--- config.mk ---
export PLATFORM = sky130hd
export DESIGN_NAME = stage_fall_ctrl
export DESIGN_NICKNAME = d
export VERILOG_FILES = /design/src/rtl/stage_pkg.sv /design/src/rtl/pulse_div.sv /design/src/rtl/stage_fall_ctrl.sv
export SDC_FILE = /design/constraint.sdc
export NUM_CORES = 1
export LEC_CHECK = 0
export ABC_AREA = 0
export BUFFER_PORTS_ARGS = -buffer_cell sky130_fd_sc_hd__buf_2
export CAP_MARGIN = 40
export CORE_MARGIN = 8
export CORE_UTILIZATION = 39
export CTS_CLUSTER_DIAMETER = 150
export CTS_CLUSTER_SIZE = 30
export DETAILED_ROUTE_END_ITERATION = 10
export HOLD_SLACK_MARGIN = 0.1
export PLACE_DENSITY = 0.58
export SETUP_SLACK_MARGIN = 0.5
export SLEW_MARGIN = 20
export SYNTH_ARGS = -nofsm -noshare
export SYNTH_HDL_FRONTEND = slang
export SYNTH_SLANG_ARGS = --single-unit
--- constraint.sdc ---
create_clock -name clk -period 3.3 [get_ports clk]
set_clock_uncertainty 0.2 [all_clocks]
set_input_delay 0.825 -clock clk [delete_from_list [all_inputs] [get_ports clk]]
set_output_delay 0.825 -clock clk [all_outputs]
set_load 0.01 [all_outputs]
--- src/rtl/stage_pkg.sv ---
// Shared constants for the stage-fall animation blocks.
// State encoding, stage geometry and default tick divider.
package stage_pkg;

    localparam logic [2:0] S_IDLE = 3'd0;
    localparam logic [2:0] S_GEN  = 3'd1;
    localparam logic [2:0] S_UPD  = 3'd2;
    localparam logic [2:0] S_FALL = 3'd3;
    localparam logic [2:0] S_FIN  = 3'd4;
    localparam logic [2:0] S_ERR  = 3'd5;

    localparam logic [9:0] STAGE_Y_REST = 10'd500;
    localparam logic [9:0] STAGE_Y_TOP  = 10'd0;
    localparam logic [9:0] STAGE_STEP   = 10'd5;

    localparam logic [19:0] PULSE_DIV_DEF = 20'd500000;

endpackage

--- src/rtl/pulse_div.sv ---
// Clearable free-running divider; tick is a registered
// one-cycle strobe issued after DIV enabled cycles.
module pulse_div #(
    parameter int unsigned    W   = 20,
    parameter logic [W-1:0]   DIV = 20'd500000
) (
    input  logic clk,
    input  logic rst,
    input  logic clr,
    input  logic en,
    output logic tick
);

    localparam logic [W-1:0] LAST = DIV - {{(W-1){1'b0}}, 1'b1};

    logic [W-1:0] cnt_q, cnt_d;
    logic         tick_q, tick_d;

    always_comb begin
        cnt_d  = cnt_q;
        tick_d = 1'b0;
        if (clr) begin
            cnt_d = '0;
        end else if (en) begin
            if (cnt_q == LAST) begin
                cnt_d  = '0;
                tick_d = 1'b1;
            end else begin
                cnt_d = cnt_q + 1'b1;
            end
        end
    end

    always_ff @(posedge clk) begin
        if (!rst) begin
            cnt_q  <= '0;
            tick_q <= 1'b0;
        end else begin
            cnt_q  <= cnt_d;
            tick_q <= tick_d;
        end
    end

    assign tick = tick_q;

endmodule

--- src/rtl/stage_fall_ctrl.sv ---
// Initiator-side sequencer for the stage-fall responder:
// command strobes, animation ticks and a fall watchdog.
module stage_fall_ctrl
    import stage_pkg::*;
#(
    parameter int unsigned       DIV_W          = 20,
    parameter logic [DIV_W-1:0]  PULSE_DIV      = PULSE_DIV_DEF,
    parameter int unsigned       TO_W           = 8,
    parameter logic [TO_W-1:0]   TIMEOUT_PULSES = 8'd127
) (
    input  logic clk,
    input  logic rst,
    input  logic start,
    input  logic restart,
    input  logic fall_fin,
    output logic generate_en,
    output logic update,
    output logic enable,
    output logic pulse,
    output logic busy,
    output logic done,
    output logic timeout_err
);

    logic [2:0]      state_q, state_d;
    logic [TO_W-1:0] wd_q, wd_d;
    logic            gen_q, upd_q, en_q, busy_q, done_q;
    logic            terr_q, terr_d;
    logic            tick, div_en, div_clr;

    // Watchdog counts ticks as they are shown, so wd_d already
    // includes the pulse visible in this cycle.
    always_comb begin
        wd_d = wd_q;
        if (state_q == S_UPD) begin
            wd_d = '0;
        end else if (tick && wd_q != TIMEOUT_PULSES) begin
            wd_d = wd_q + 1'b1;
        end
    end

    always_comb begin
        state_d = state_q;
        if (restart) begin
            state_d = S_GEN;
        end else begin
            case (state_q)
                S_IDLE: if (start) state_d = S_UPD;
                S_UPD:  state_d = S_FALL;
                S_FALL: begin
                    if (fall_fin) begin
                        state_d = S_FIN;
                    end else if (wd_d == TIMEOUT_PULSES) begin
                        state_d = S_ERR;
                    end
                end
                default: state_d = S_IDLE;
            endcase
        end
    end

    always_comb begin
        terr_d = terr_q;
        if (state_d == S_ERR) begin
            terr_d = 1'b1;
        end else if (state_d == S_GEN) begin
            terr_d = 1'b0;
        end
    end

    // A tick is only issued on edges that keep us in FALL, so
    // pulse can never outlive enable.
    assign div_en  = (state_q == S_FALL) && (state_d == S_FALL);
    assign div_clr = (state_q == S_UPD);

    pulse_div #(
        .W   (DIV_W),
        .DIV (PULSE_DIV)
    ) u_div (
        .clk  (clk),
        .rst  (rst),
        .clr  (div_clr),
        .en   (div_en),
        .tick (tick)
    );

    always_ff @(posedge clk) begin
        if (!rst) begin
            state_q <= S_IDLE;
            wd_q    <= '0;
            gen_q   <= 1'b0;
            upd_q   <= 1'b0;
            en_q    <= 1'b0;
            busy_q  <= 1'b0;
            done_q  <= 1'b0;
            terr_q  <= 1'b0;
        end else begin
            state_q <= state_d;
            wd_q    <= wd_d;
            gen_q   <= (state_d == S_GEN);
            upd_q   <= (state_d == S_UPD);
            en_q    <= (state_d == S_FALL);
            busy_q  <= (state_d != S_IDLE);
            done_q  <= (state_d == S_FIN);
            terr_q  <= terr_d;
        end
    end

    assign generate_en = gen_q;
    assign update      = upd_q;
    assign enable      = en_q;
    assign pulse       = tick;
    assign busy        = busy_q;
    assign done        = done_q;
    assign timeout_err = terr_q;

endmodule

# Yosys cells after proc, flatten, opt, wreduce, memory -nomap -nowiden
# Index checks and enable logic that the tools add are counted.
# word_totals
reg_bits,38
input_bits,5
wordCells,42
out_inout_bits,7
# op_classes
muxes,11
eq_ne,10
bitwise_logic,2
add_sub_neg,2
n_reduce_logical,7
# op_table
op,n
$add A20 B1 Y20 const B,1
$eq A20 B19 Y1 const B,1
$mux W20,1
$mux W8,2
$eq A3 B2 Y1 const B,4
$mux W3,4
$pmux W3 S3,1
$add A8 B1 Y8 const B,1
$eq A8 B7 Y1 const B,1
$ne A8 B7 Y1 const B,1
$eq A3 B3 Y1 const B,2
$eq A3 B1 Y1 const B,1
$logic_not A3 Y1,1
$mux W1,3
$reduce_bool A3 Y1,1
$reduce_or A3 Y1,1
$logic_and A1 B1 Y1,2
$not A1 Y1,2
$reduce_bool A2 Y1,1
$reduce_or A2 Y1,1

# Longest topological paths before layout
# Gate-level depths: netlist of run 1.
# depth
word_depth,13
mapped_depth,9
mapped_depth_nobuf,7

# Hierarchy
# From an unflattened synthesis of run 1, not the netlist that was laid out.
# hier_totals
cells_unflattened,201
area_unflattened_um2,1798.0
# by_module_without_submodules
module,seq_area_each_um2,cells_per_inst,instances,area_per_inst_um2
pulse_div,420.4,105,1,1001.0
stage_fall_ctrl,340.3,96,1,797.0

# Worst setup path before layout of run 1
# Ideal clock, no wire load.
# synth_path
path_type,input-to-reg
from,input fall_fin
to,register u_div.cnt_q[18]
path_buffers,1
arrival_time_ps,2193
setup_ps,71
cell_stages,6
setup_slack_ps,836
required_ps,3029
cell_sequence,nor3_2 or2b_4 o21bai_1 clkbuf_2 or4_1 a21oi_1
# synth_via
elab_chain_cells,5
# synth_rtl
item,line_no,source
"start, declared",stage_fall_ctrl.sv:15,"input logic fall_fin,"
$mux W3,stage_fall_ctrl.sv:51,if (fall_fin) begin
$pmux W3 S3,stage_fall_ctrl.sv:47,case (state_q)
$mux W3,stage_fall_ctrl.sv:44,if (restart) begin
$eq A3 B2 Y1,stage_fall_ctrl.sv:73,assign div_en = (state_q == S_FALL) && (state_d == S_FALL);
$logic_and A1 B1 Y1,stage_fall_ctrl.sv:73,
"end signal, assigned",pulse_div.sv:39,cnt_q <= cnt_d;
"end, declared",pulse_div.sv:16,"logic [W-1:0] cnt_q, cnt_d;"
# Every way passes these cells.
# A chain may end at the register's enable or synchronous reset.

# Worst setup path after layout of run 1
# layout_path
from,register wd_q[0]
to,register u_div.cnt_q[5]
# layout_via
elab_chain_cells,11
elab_cells_between_ends,12
classes_between,add/sub: 1; eq/ne: 3; mux: 6; reduce/logical: 2
# layout_rtl
item,line_no,source
"start, declared",stage_fall_ctrl.sv:26,"logic [TO_W-1:0] wd_q, wd_d;"
"start signal, assigned",stage_fall_ctrl.sv:99,wd_q <= wd_d;
"parallel branches: the longest is 2 deep, another holds $add A8 B1 Y8",n/a,
$mux W8 (*),stage_fall_ctrl.sv:37,end else if (tick && wd_q != TIMEOUT_PULSES) begin
$mux W8 (*),stage_fall_ctrl.sv:35,if (state_q == S_UPD) begin
$eq A8 B7 Y1 (*),stage_fall_ctrl.sv:53,end else if (wd_d == TIMEOUT_PULSES) begin
$mux W3 (*),stage_fall_ctrl.sv:53,
$mux W3 (*),stage_fall_ctrl.sv:51,
$pmux W3 S3 (*),stage_fall_ctrl.sv:47,
$mux W3 (*),stage_fall_ctrl.sv:44,
$eq A3 B2 Y1 (*),stage_fall_ctrl.sv:73,
$logic_and A1 B1 Y1 (*),stage_fall_ctrl.sv:73,
# Mark *: on every way between the ends.

==> metrics.txt, run 1 <==
status complete, no violations; total track usage 0.1175; post-DR wirelength/cell 13.85 um; fin crit period 2632 ps; Post-synth EDFFs 0; vias in the first global route 1575; final cell count without fillers 309; initial antenna violation count 0; Max Cap Violations 0; Worst EP required 3260 ps; placed cell count 301; gpl congestion 0.7885; antenna cells 0; share of layout cells above drive strength 1 0.1423; Clock Pin Slew Worst Setup and Hold Paths 80 ps; Remaining Overflow, GRT 0; worst vdd ir 0.1875 mV; die extent in y 87.29 um; Combinational Power Share 0.033; Avg Synthesized Cell Area 8.693 um2; Slew Viols, Final 0; Layout Area Growth over Synthesis 9.407%; DR pass1 iterations 4; I/O Buffers 11; sequential area share after synthesis 0.3838; final routed DRC violation total 0; clock latency on the worst-skew pair 290 ps; Slew HR 0.6781; TritonCTS Buffers 5; Top Ports 12; CTS root buffer clkbuf_8; Fin Setup TNS 0 ps; Synth warnings 0; WHS Path Cells 2; DR vias 1744; Worst setup endpoint u_div.cnt_q[5]$_SDFFE_PP0P_; syn_nets 235; Final Hold Viols 0; r2r endpoint u_div.cnt_q[5]$_SDFFE_PP0P_; CTS sink count 38; share of power burned in registers 0.526; Nets 245; Crit Path Class register to register; PD cells 406.6 mW/mm2; largest net degree at the start of global routing 28; hold_ws 278.2 ps; cell-internal power 697.6 uW; drt total wl 4281 um; First DRT Iteration DRCs 120; Crit. End Element register; crit path max fanout 26; Starting Density 0.3956; CTS Hold Bufs 0; Vias/cell 5.644; CP startpoint kind register; RSZ-0062 raised after global routing false; switching share of power 0.2087; measured slew at the worst slew-check pin 481.0 ps; number of H-tree levels 2; Syn Inst Count 228; DP Wirelength 2983 um; Primary FF master, synth dfxtp_1; post-synth cell types 53; Pleak 0.0007230 uW; area of the multi-input gates 0.001129 mm2; DRT antenna net count 0; commonest non-fill, non-tap cell in the layout dfxtp_1; origin of the critical flop-to-flop path wd_q[0]$_SDFF_PN0_; Switching Power 184.0 uW; synthesized area 0.001982 mm2; post-route cell area 0.002168 mm2; FMAX 379.9 MHz; HP Class register to register; first-pass GRT wire length 7272 um; DIE WIDTH 87.29 um; Resize count post-CTS 0; Crit. Startpoint wd_q[0]$_SDFF_PN0_; row count 26; commonest non-fill, non-tap cells in the layout dfxtp_1, a21oi_1, nand2_1, nor2_1, o21ai_0; Reg area 760.7 um2; postcts setup bufs 0; Longest Clk Path Bufs 2; Placed Instance Area 0.002062 mm2; Async SR Flop Fraction 0; die footprint 0.007619 mm2; CTS tree yes; Final Cycle Share 0.7977; Clk pwr share 0.441; R2R depth 8; Final Total Pwr 881.6 uW; worst reg2reg setup slack 670 ps; filler cell count 530; Core Box Area 0.005010 mm2; Yosys reg bits 38; Data arrival, critical path 2590 ps; Final setup viols 0
-- cells in the mapped netlist (all sizes together), types with 2 or more instances --
cell	instances	share of area
and3	7	0.023
o41ai	3	0.013
o31ai	4	0.015
o211ai	3	0.011
nor3	8	0.025
a21oi	21	0.053
a31oi	4	0.013
and4	8	0.038
a211oi	2	0.0076
buf	7	0.035
or4	8	0.030
inv	2	0.0038
nor2	17	0.032
nand4	4	0.013
a21o	2	0.0076
o21a	2	0.0076
nand2b	2	0.0063
nor4	2	0.0063
clkbuf	4	0.0082
or4b	5	0.025
o21bai	2	0.0076
nor2b	3	0.0095
o311ai	3	0.013
o21ai	15	0.040
nand3	8	0.020
ha	2	0.013
nand4b	3	0.013
mux2i	4	0.020
nand2	18	0.035
dfxtp	38	0.38
and2	6	0.020
-- sequential cells by signal, indices dropped and copies added, names as in the netlist --
name / cells
done: 1
u_div.tick: 1
busy: 1
timeout_err: 1
wd_q: 8
update: 1
state_q: 3
enable: 1
generate_en: 1
u_div.cnt_q: 20
-- final cells by class --
cell class,count,share of cell area
Clock buffer,7,0.03520
Clock inverter,1,0.01385
Inverter,2,0.003462
Multi-Input combinational cell,177,0.5205
Sequential cell,38,0.3508
Tap cell,70,0.04039
Timing Repair Buffer,14,0.03578
-- how the worst min path moves through the flow --
stage,from,end,slack (ps)
finish,timeout_err$_SDFFE_PN0P_,timeout_err$_SDFFE_PN0P_,280
CTS,timeout_err$_SDFFE_PN0P_,timeout_err$_SDFFE_PN0P_,280
floorplan,u_div.cnt_q[19]$_SDFFE_PP0P_,u_div.cnt_q[19]$_SDFFE_PP0P_,250
global placement,timeout_err$_SDFFE_PN0P_,timeout_err$_SDFFE_PN0P_,260
global route,u_div.cnt_q[19]$_SDFFE_PP0P_,u_div.cnt_q[19]$_SDFFE_PP0P_,320
detailed placement,timeout_err$_SDFFE_PN0P_,timeout_err$_SDFFE_PN0P_,260
-- power groups by stage --
stage	clock network [uW]	registers (uW)	logic (uW)
2_1_floorplan	0	476	15.8
3_5_place_dp	0	474	29.3
4_1_cts	404	464	29.4
6_report	389	464	29.0
3_3_place_gp	0	474	29.2
5_1_grt	421	464	32.0
-- routing by layer --
| layer | vias to the layer above | part of all wire | track usage |
|---|---|---|---|
| li1 | 891 | - | - |
| met1 | 817 | 0.50 | 0.1516 |
| met2 | 27 | 0.45 | 0.1818 |
| met3 | 9 | 0.031 | 0.02736 |
| met4 | 0 | 0.019 | 0.04844 |
| met5 | - | 0 | 0 |
-- cell families after synthesis --
logic type               synth area share
multiplexers                      0.02778
flip-flops                         0.3838
adder cells (fa/ha/maj)           0.01262
buffers and inverters             0.04671
XOR/XNOR                         0.004420
AND/OR/NAND/NOR                    0.3277
AO/OA/AOI/OAI                      0.1970
-- metrics by stage --
stage / util / setup WS (ps)
after floorplan: - / 836.0
after CTS: 0.4328 / 681.3
after global routing: 0.4328 / 507.1
final: 0.4328 / 667.6
after global placement: 0.4116 / 565.6
after detailed placement: 0.4116 / 467.0
-- critical path, stage by stage (launching register included) --
cell and delay (ps):
dfxtp_1 430, ha_1 260, nand4b_1 180, o21ai_2 260, mux2_4 340, o21bai_1 120
buf_4 250, or2_0 330, o31ai_1 120
Power figures use the tool's default switching activity.
==> run 2: changes to the inputs <==
==> constraint.sdc (replaced) <==
create_clock -name clk -period 2.6 [get_ports clk]
set_clock_uncertainty 0.2 [all_clocks]
set_input_delay 0.65 -clock clk [delete_from_list [all_inputs] [get_ports clk]]
set_output_delay 0.65 -clock clk [all_outputs]
set_load 0.01 [all_outputs]
==> run 2 against run 1 <==
Effect of this change:
- fmax increased by 14%
- sequential share of layout area decreased by 3.7 points
- routed wire length increased by 8.4%
- non-clock buffer count increased by 19
- clock-buffer cell count decreased by 2
- core utilization increased by 5.5 points
- worst hold slack improved by 6.4 ps
- global-route usage increased by 1.7 points
- worst setup slack got worse by 380 ps
- critical path type unchanged
- critical endpoint is now u_div.cnt_q[10]$_SDFFE_PP0P_
- largest power group unchanged
==> metrics.txt, run 2 (synthesis results as in run 1) <==
vias in the first global route 1789 (+14%); crit path cell chain ha_4 > and4b_1 > and2_1 > o211ai_1 > buf_4 > o21bai_4 > buf_6 > or4b_4 > a21oi_2; Vias/cell 5.486 (-2.8%); HP Class register to register; Worst EP required 2630 ps (-630 ps); Remaining Overflow, GRT 0 (unchanged); post-route cell area 0.002445 mm2 (+13%); initial antenna violation count 0 (unchanged); Final setup viols 0 (unchanged); fin crit period 2308 ps (-324.8 ps); Starting Density 0.3956 (unchanged); Layout Area Growth over Synthesis 23.36%; share of layout cells above drive strength 1 0.2664 (+0.1241); CTS Hold Bufs 0 (unchanged); DR pass1 iterations 4 (unchanged); post-DR wirelength/cell 14.10 um (+1.8%); CTS root buffer clkbuf_8; I/O Buffers 11 (unchanged); Top reg by flops u_div.cnt_q; row count 26 (unchanged); Final Cycle Share 0.8875 (+0.08984); Data arrival, critical path 2340 ps (-250 ps); CTS sink count 38 (unchanged); DP Wirelength 2972 um (-0.36%); clock latency on the worst-skew pair 290 ps (about the same); Core Box Area 0.005010 mm2 (unchanged); DRT antenna net count 0 (unchanged); Pleak 0.0008597 uW (+19%); total track usage 0.1342 (+0.01666); filler cell count 495 (-6.6%); DR vias 1805 (+3.5%); commonest non-fill, non-tap cells in the layout dfxtp_1, a21oi_1, nand2_1, buf_4, nor2_1; CP max stage cell or4b_4; measured slew at the worst slew-check pin 506.1 ps (+25.11 ps); crit path max fanout 8 (-69%); post-layout util 0.4880 (+0.05519); worst vdd ir 0.3177 mV (+69%); PD cells 459.8 mW/mm2 (+13%); CTS tree yes; First DRT Iteration DRCs 94 (-22%); top flop regs u_div.cnt_q: 20 flops, wd_q: 8 flops, state_q: 3 flops; antenna cells 0 (unchanged); drt total wl 4640 um (+8.4%); Slew HR 0.6578 (-0.02031); TritonCTS Buffers 5 (unchanged); Placed Instance Area 0.002136 mm2 (+3.6%); setup slack after layout 292.4 ps (-375.2 ps); Top delay family on crit path simple AND/OR/NAND/NOR gates; Nets 265 (+8.2%); Final Hold Viols 0 (unchanged); gpl congestion 0.8086 (+2.5%); Clock Pin Slew Worst Setup and Hold Paths 80 ps (about the same); CP Buf/Inv Count 2 (+1); origin of the critical flop-to-flop path wd_q[0]$_SDFF_PN0_; CP startpoint kind register; final routed DRC violation total 0 (unchanged); number of H-tree levels 2 (unchanged); Crit Path Class register to register; largest net degree at the start of global routing 28 (unchanged); status complete, no violations; max reg flops 20 (unchanged); RSZ-0062 raised after global routing true; Crit. Startpoint wd_q[0]$_SDFF_PN0_; Slew Viols, Final 0 (unchanged); Max Cap Violations 0 (unchanged); max incr delay on CP 480 ps (+50 ps); die footprint 0.007619 mm2 (unchanged); HP Start timeout_err$_SDFFE_PN0P_; Longest Clk Path Bufs 2 (unchanged); Crit. End Element register; Fin Setup TNS 0 ps (unchanged); commonest non-fill, non-tap cell in the layout dfxtp_1; die extent in y 87.29 um (unchanged); dpl ws 125.7 ps (-341.3 ps); worst reg2reg setup slack 290 ps (-380 ps); first-pass GRT wire length 8211 um (+13%); Top Ports 12 (unchanged); FMAX 433.4 MHz (+14%); DIE WIDTH 87.29 um (unchanged)
-- run 2: where the power goes --
group	internal [uW]	switching, uW	total (uW)	leakage [uW]
Clock	282	216	498	0.0000579
Sequential	584	2.22	586	0.000309
Combinational	12.9	26.4	39.3	0.000493
Total	879	245	1120	0.000860
-- run 2: cell type report --
class | count | area [um2] | share of cell area
Sequential cell | 38 | 768.2 | 0.3142
Clock inverter | 3 | 40.04 | 0.01638
Clock buffer | 5 | 68.82 | 0.02815
Timing Repair Buffer | 33 | 256.5 | 0.1049
Tap cell | 70 | 87.58 | 0.03582
Inverter | 2 | 7.507 | 0.003071
Multi-Input combinational cell | 178 | 1216 | 0.4974
-- run 2: what timing repair did --
item / 4_1_cts / 5_1_grt
gates cloned: 2 / 0
hold endpoints to repair: 0 / 0
pin swaps: 6 / 4
buffers inserted: 10 / 5
gates resized for setup: 11 / 11
setup endpoints to repair: 22 / 24
-- run 2: metrics by stage --
stage                     hold WS, ps  power (uW)  instances
after detailed placement        266.1       639.4        304
after global routing            331.6        1180        329
after global placement          267.3       639.8        304
after CTS                       296.4        1139        324
final                           284.6        1124        329
after floorplan                 256.0       623.5        228
-- run 2: routing by layer --
layer / vias up / global-route usage / share of wire
met2: 18 / 0.2245 / 0.47
met3: 5 / 0.03962 / 0.027
met1: 852 / 0.1606 / 0.49
met5: - / 0 / 0
met4: 0 / 0.03906 / 0.010
li1: 930 / - / -
-- run 2: final timing paths --
path / to / cells after the start
min reg2reg: timeout_err$_SDFFE_PN0P_ / 2
max: u_div.cnt_q[10]$_SDFFE_PP0P_ / 9
max reg2reg: u_div.cnt_q[10]$_SDFFE_PP0P_ / 9
min: timeout_err$_SDFFE_PN0P_ / 2
-- run 2: worst reg2reg max path: stages, from the launching register on --
cell and delay, ps:
dfxtp_4 370, ha_4 170, and4b_1 210, and2_1 150, o211ai_1 150, buf_4 150
o21bai_4 80, buf_6 150, or4b_4 480, a21oi_2 140
==> run 3: changes to the inputs <==
--- a/config.mk
+++ b/config.mk
@@ -5,7 +5,7 @@
 export SDC_FILE = /design/constraint.sdc
 export NUM_CORES = 1
 export LEC_CHECK = 0
-export ABC_AREA = 0
+export ABC_AREA = 1
 export BUFFER_PORTS_ARGS = -buffer_cell sky130_fd_sc_hd__buf_2
 export CAP_MARGIN = 40
 export CORE_MARGIN = 8
==> run 3 against run 2 <==
Effect of this change:
- worst setup slack better by 110 ps
- largest power group is now the clock network
- critical path type unchanged
- non-clock buffer count down 2
- global-route usage up 1.9 points
- sequential cell count unchanged
- power up 19%
==> metrics.txt, run 3 <==
Crit. End Element register; Layout Area Growth over Synthesis 26.85%; Yosys reg bits 38 (unchanged); RSZ-0062 raised after global routing true; Syn Inst Count 387 (+70%); antenna cells 0 (unchanged); max reg flops 20 (unchanged); met2 routed WL 3213 um (+46%); Longest Clk Path Bufs 2 (unchanged); row count 28 (+7.7%); TritonCTS Buffers 5 (unchanged); Final Cycle Share 0.8458 (-0.04171); Pleak 0.001374 uW (+60%); HP Class register to register; cell taking the most area after synthesis dfxtp_1; Avg Synthesized Cell Area 6.130 um2 (-29%); CTS Hold Bufs 0 (unchanged); sequential area share after synthesis 0.3207 (-0.06316); cell-internal power 1023 uW (+16%); Combinational Power Share 0.095 (+0.060); total track usage 0.1529 (+0.01872); Post-synth EDFFs 0 (unchanged); drt total wl 6411 um (+38%); Final setup viols 0 (unchanged); Crit Path Class register to register; die extent in y 93.99 um (+7.7%); share of power burned in registers 0.442 (-0.080); worst vdd ir 0.2292 mV (-28%); crit path max fanout 7 (-1); highest metal used met4; switching share of power 0.2352 (+0.01762); number of H-tree levels 2 (unchanged); largest net degree at the start of global routing 24 (-14%); Final Hold Viols 0 (unchanged); Placed Instance Area 0.002519 mm2 (+18%); CTS tree yes; share of layout cells above drive strength 1 0.2148 (-0.05161); final routed DRC violation total 0 (unchanged); Max Cap Violations 0 (unchanged); First DRT Iteration DRCs 122 (+30%); vias in the first global route 2409 (+35%); status complete, no violations; commonest non-fill, non-tap cells in the layout nand2_1, inv_1, nor2_1, dfxtp_1, nand4_1; Starting Density 0.4031 (+0.007457); syn_nets 394 (+68%); Data arrival, critical path 2230 ps (-110 ps); CP startpoint kind register; Switching Power 314.6 uW (+29%); Remaining Overflow, GRT 0 (unchanged); initial antenna violation count 0 (unchanged); synthesized area 0.002372 mm2 (+20%); hold_ws 271.8 ps (-12.77 ps); commonest non-fill, non-tap cell in the layout nand2_1; clock latency on the worst-skew pair 290 ps (about the same); most frequent cell after synthesis nand2_1; WL met1 2911 um (+28%); Slew HR 0.6063 (-0.05152); Clock Pin Slew Worst Setup and Hold Paths 80 ps (about the same); Vias/cell 4.911 (-10%); Synth warnings 0 (unchanged); Worst EP required 2630 ps (about the same); PD cells 444.5 mW/mm2 (-3.3%); FMAX 454.7 MHz (+4.9%); top flop regs u_div.cnt_q: 20 flops, wd_q: 8 flops, state_q: 3 flops; Synth top cells by count nand2_1, inv_1, nor2_1, dfxtp_1, nand4_1; DRT antenna net count 0 (unchanged); post-route cell area 0.003009 mm2 (+23%); Primary FF master, synth dfxtp_1; CTS sink count 38 (unchanged); Top reg by flops u_div.cnt_q; ranking of synthesized cells by area dfxtp_1, nand2_1, inv_1, nor2_1, nand4_1; DP Wirelength 4133 um (+39%); fin crit period 2199 ps (-108.4 ps); I/O Buffers 11 (unchanged); CTS root buffer clkbuf_8; Slew Viols, Final 0 (unchanged); top cell type's share of synthesized area 0.3207 (-0.06316); gpl congestion 0.8926 (+10%); DR vias 2426 (+34%); Top Ports 12 (unchanged); met3 wire len 240 um (+90%); post-DR wirelength/cell 12.98 um (-8.0%); post-synth cell types 21 (-60%); die footprint 0.008834 mm2 (+16%); Async SR Flop Fraction 0 (unchanged); first-pass GRT wire length 10890 um (+33%); Nets 425 (+60%); Fin Setup TNS 0 ps (unchanged); Core Box Area 0.005886 mm2 (+17%); post-layout util 0.5113 (+0.02326); DIE WIDTH 93.99 um (+7.7%); DR pass1 iterations 4 (unchanged); Clk pwr share 0.463 (+0.020); measured slew at the worst slew-check pin 589.9 ps (+83.76 ps)
run 3: metrics by stage:
step,std cells,total power (uW),worst slack (ps)
3_5_place_dp,470,689.3,168.5
2_1_floorplan,387,665.0,514.2
3_3_place_gp,470,688.5,228.6
4_1_cts,492,1351,421.7
5_1_grt,494,1395,269.9
6_report,494,1338,400.9
run 3: path summary, 6_finish.rpt:
check                                              start                           end  slack (ps)  cells after the start
worst min register to register  timeout_err$_SDFFE_PN0P_      timeout_err$_SDFFE_PN0P_         270                      2
worst max register to register        wd_q[4]$_SDFF_PN0_  u_div.cnt_q[16]$_SDFFE_PP0P_         400                     15
worst min-delay path            timeout_err$_SDFFE_PN0P_      timeout_err$_SDFFE_PN0P_         270                      2
worst max-delay path                  wd_q[4]$_SDFF_PN0_  u_div.cnt_q[16]$_SDFFE_PP0P_         400                     15
run 3: logic make-up (layout without fill, tap and decap cells):
logic type | count (synthesis) | after routing | synth area share
and+or+nand+nor | 244 | 248 | 0.4641
buffers and inverters | 84 | 112 | 0.1440
DFF | 38 | 38 | 0.3207
xor gates and xnor gates | 13 | 13 | 0.04800
AOI/OAI and AO/OA | 6 | 6 | 0.01266
adders and majority gates | 2 | 2 | 0.01055
run 3: cell type report:
| type | count | area (um2) |
|---|---|---|
| Fill cell | 591 | 2877 |
| Multi-Input combinational cell | 269 | 1468 |
| Sequential cell | 38 | 770.7 |
| Inverter | 73 | 276.5 |
| Timing Repair Buffer | 31 | 262.8 |
| Tap cell | 75 | 93.84 |
| Clock buffer | 5 | 68.82 |
| Clock inverter | 3 | 68.82 |
run 3: metal layers:
layer / GRT usage / vias up
met1: 0.1772 / 1106
li1: - / 1279
met3: 0.03997 / 6
met2: 0.2637 / 35
met5: 0 / -
met4: 0.05416 / 0
run 3: timing repair:
action	in CTS	in global routing
pin swaps	4	12
buffers inserted	8	1
setup endpoints to repair	27	28
gates resized for setup	27	20
hold endpoints to repair	0	0
cloned	6	0
run 3: worst max-delay path, cell delays in order (launching register included):
cell     delay [ps]
dfxtp_2         380
nand2_1          90
nor2_2          240
nand2_8         100
nand3_2          80
nand2_2          50
nor2_1          110
nand2_1          70
nor2_1          130
nand2_2         100
nand2_4         120
nand2_8         100
buf_16          150
nand4_1          60
nand2_1          50
nor2_1          110
run 3: power by group through the flow:
stage               Sequential, uW  Clock, uW  Combinational, uW
finish                         592        619                127
global placement               606          0               82.0
floorplan                      608          0               56.9
CTS                            593        639                120
global route                   593        664                138
detailed placement             607          0               82.7
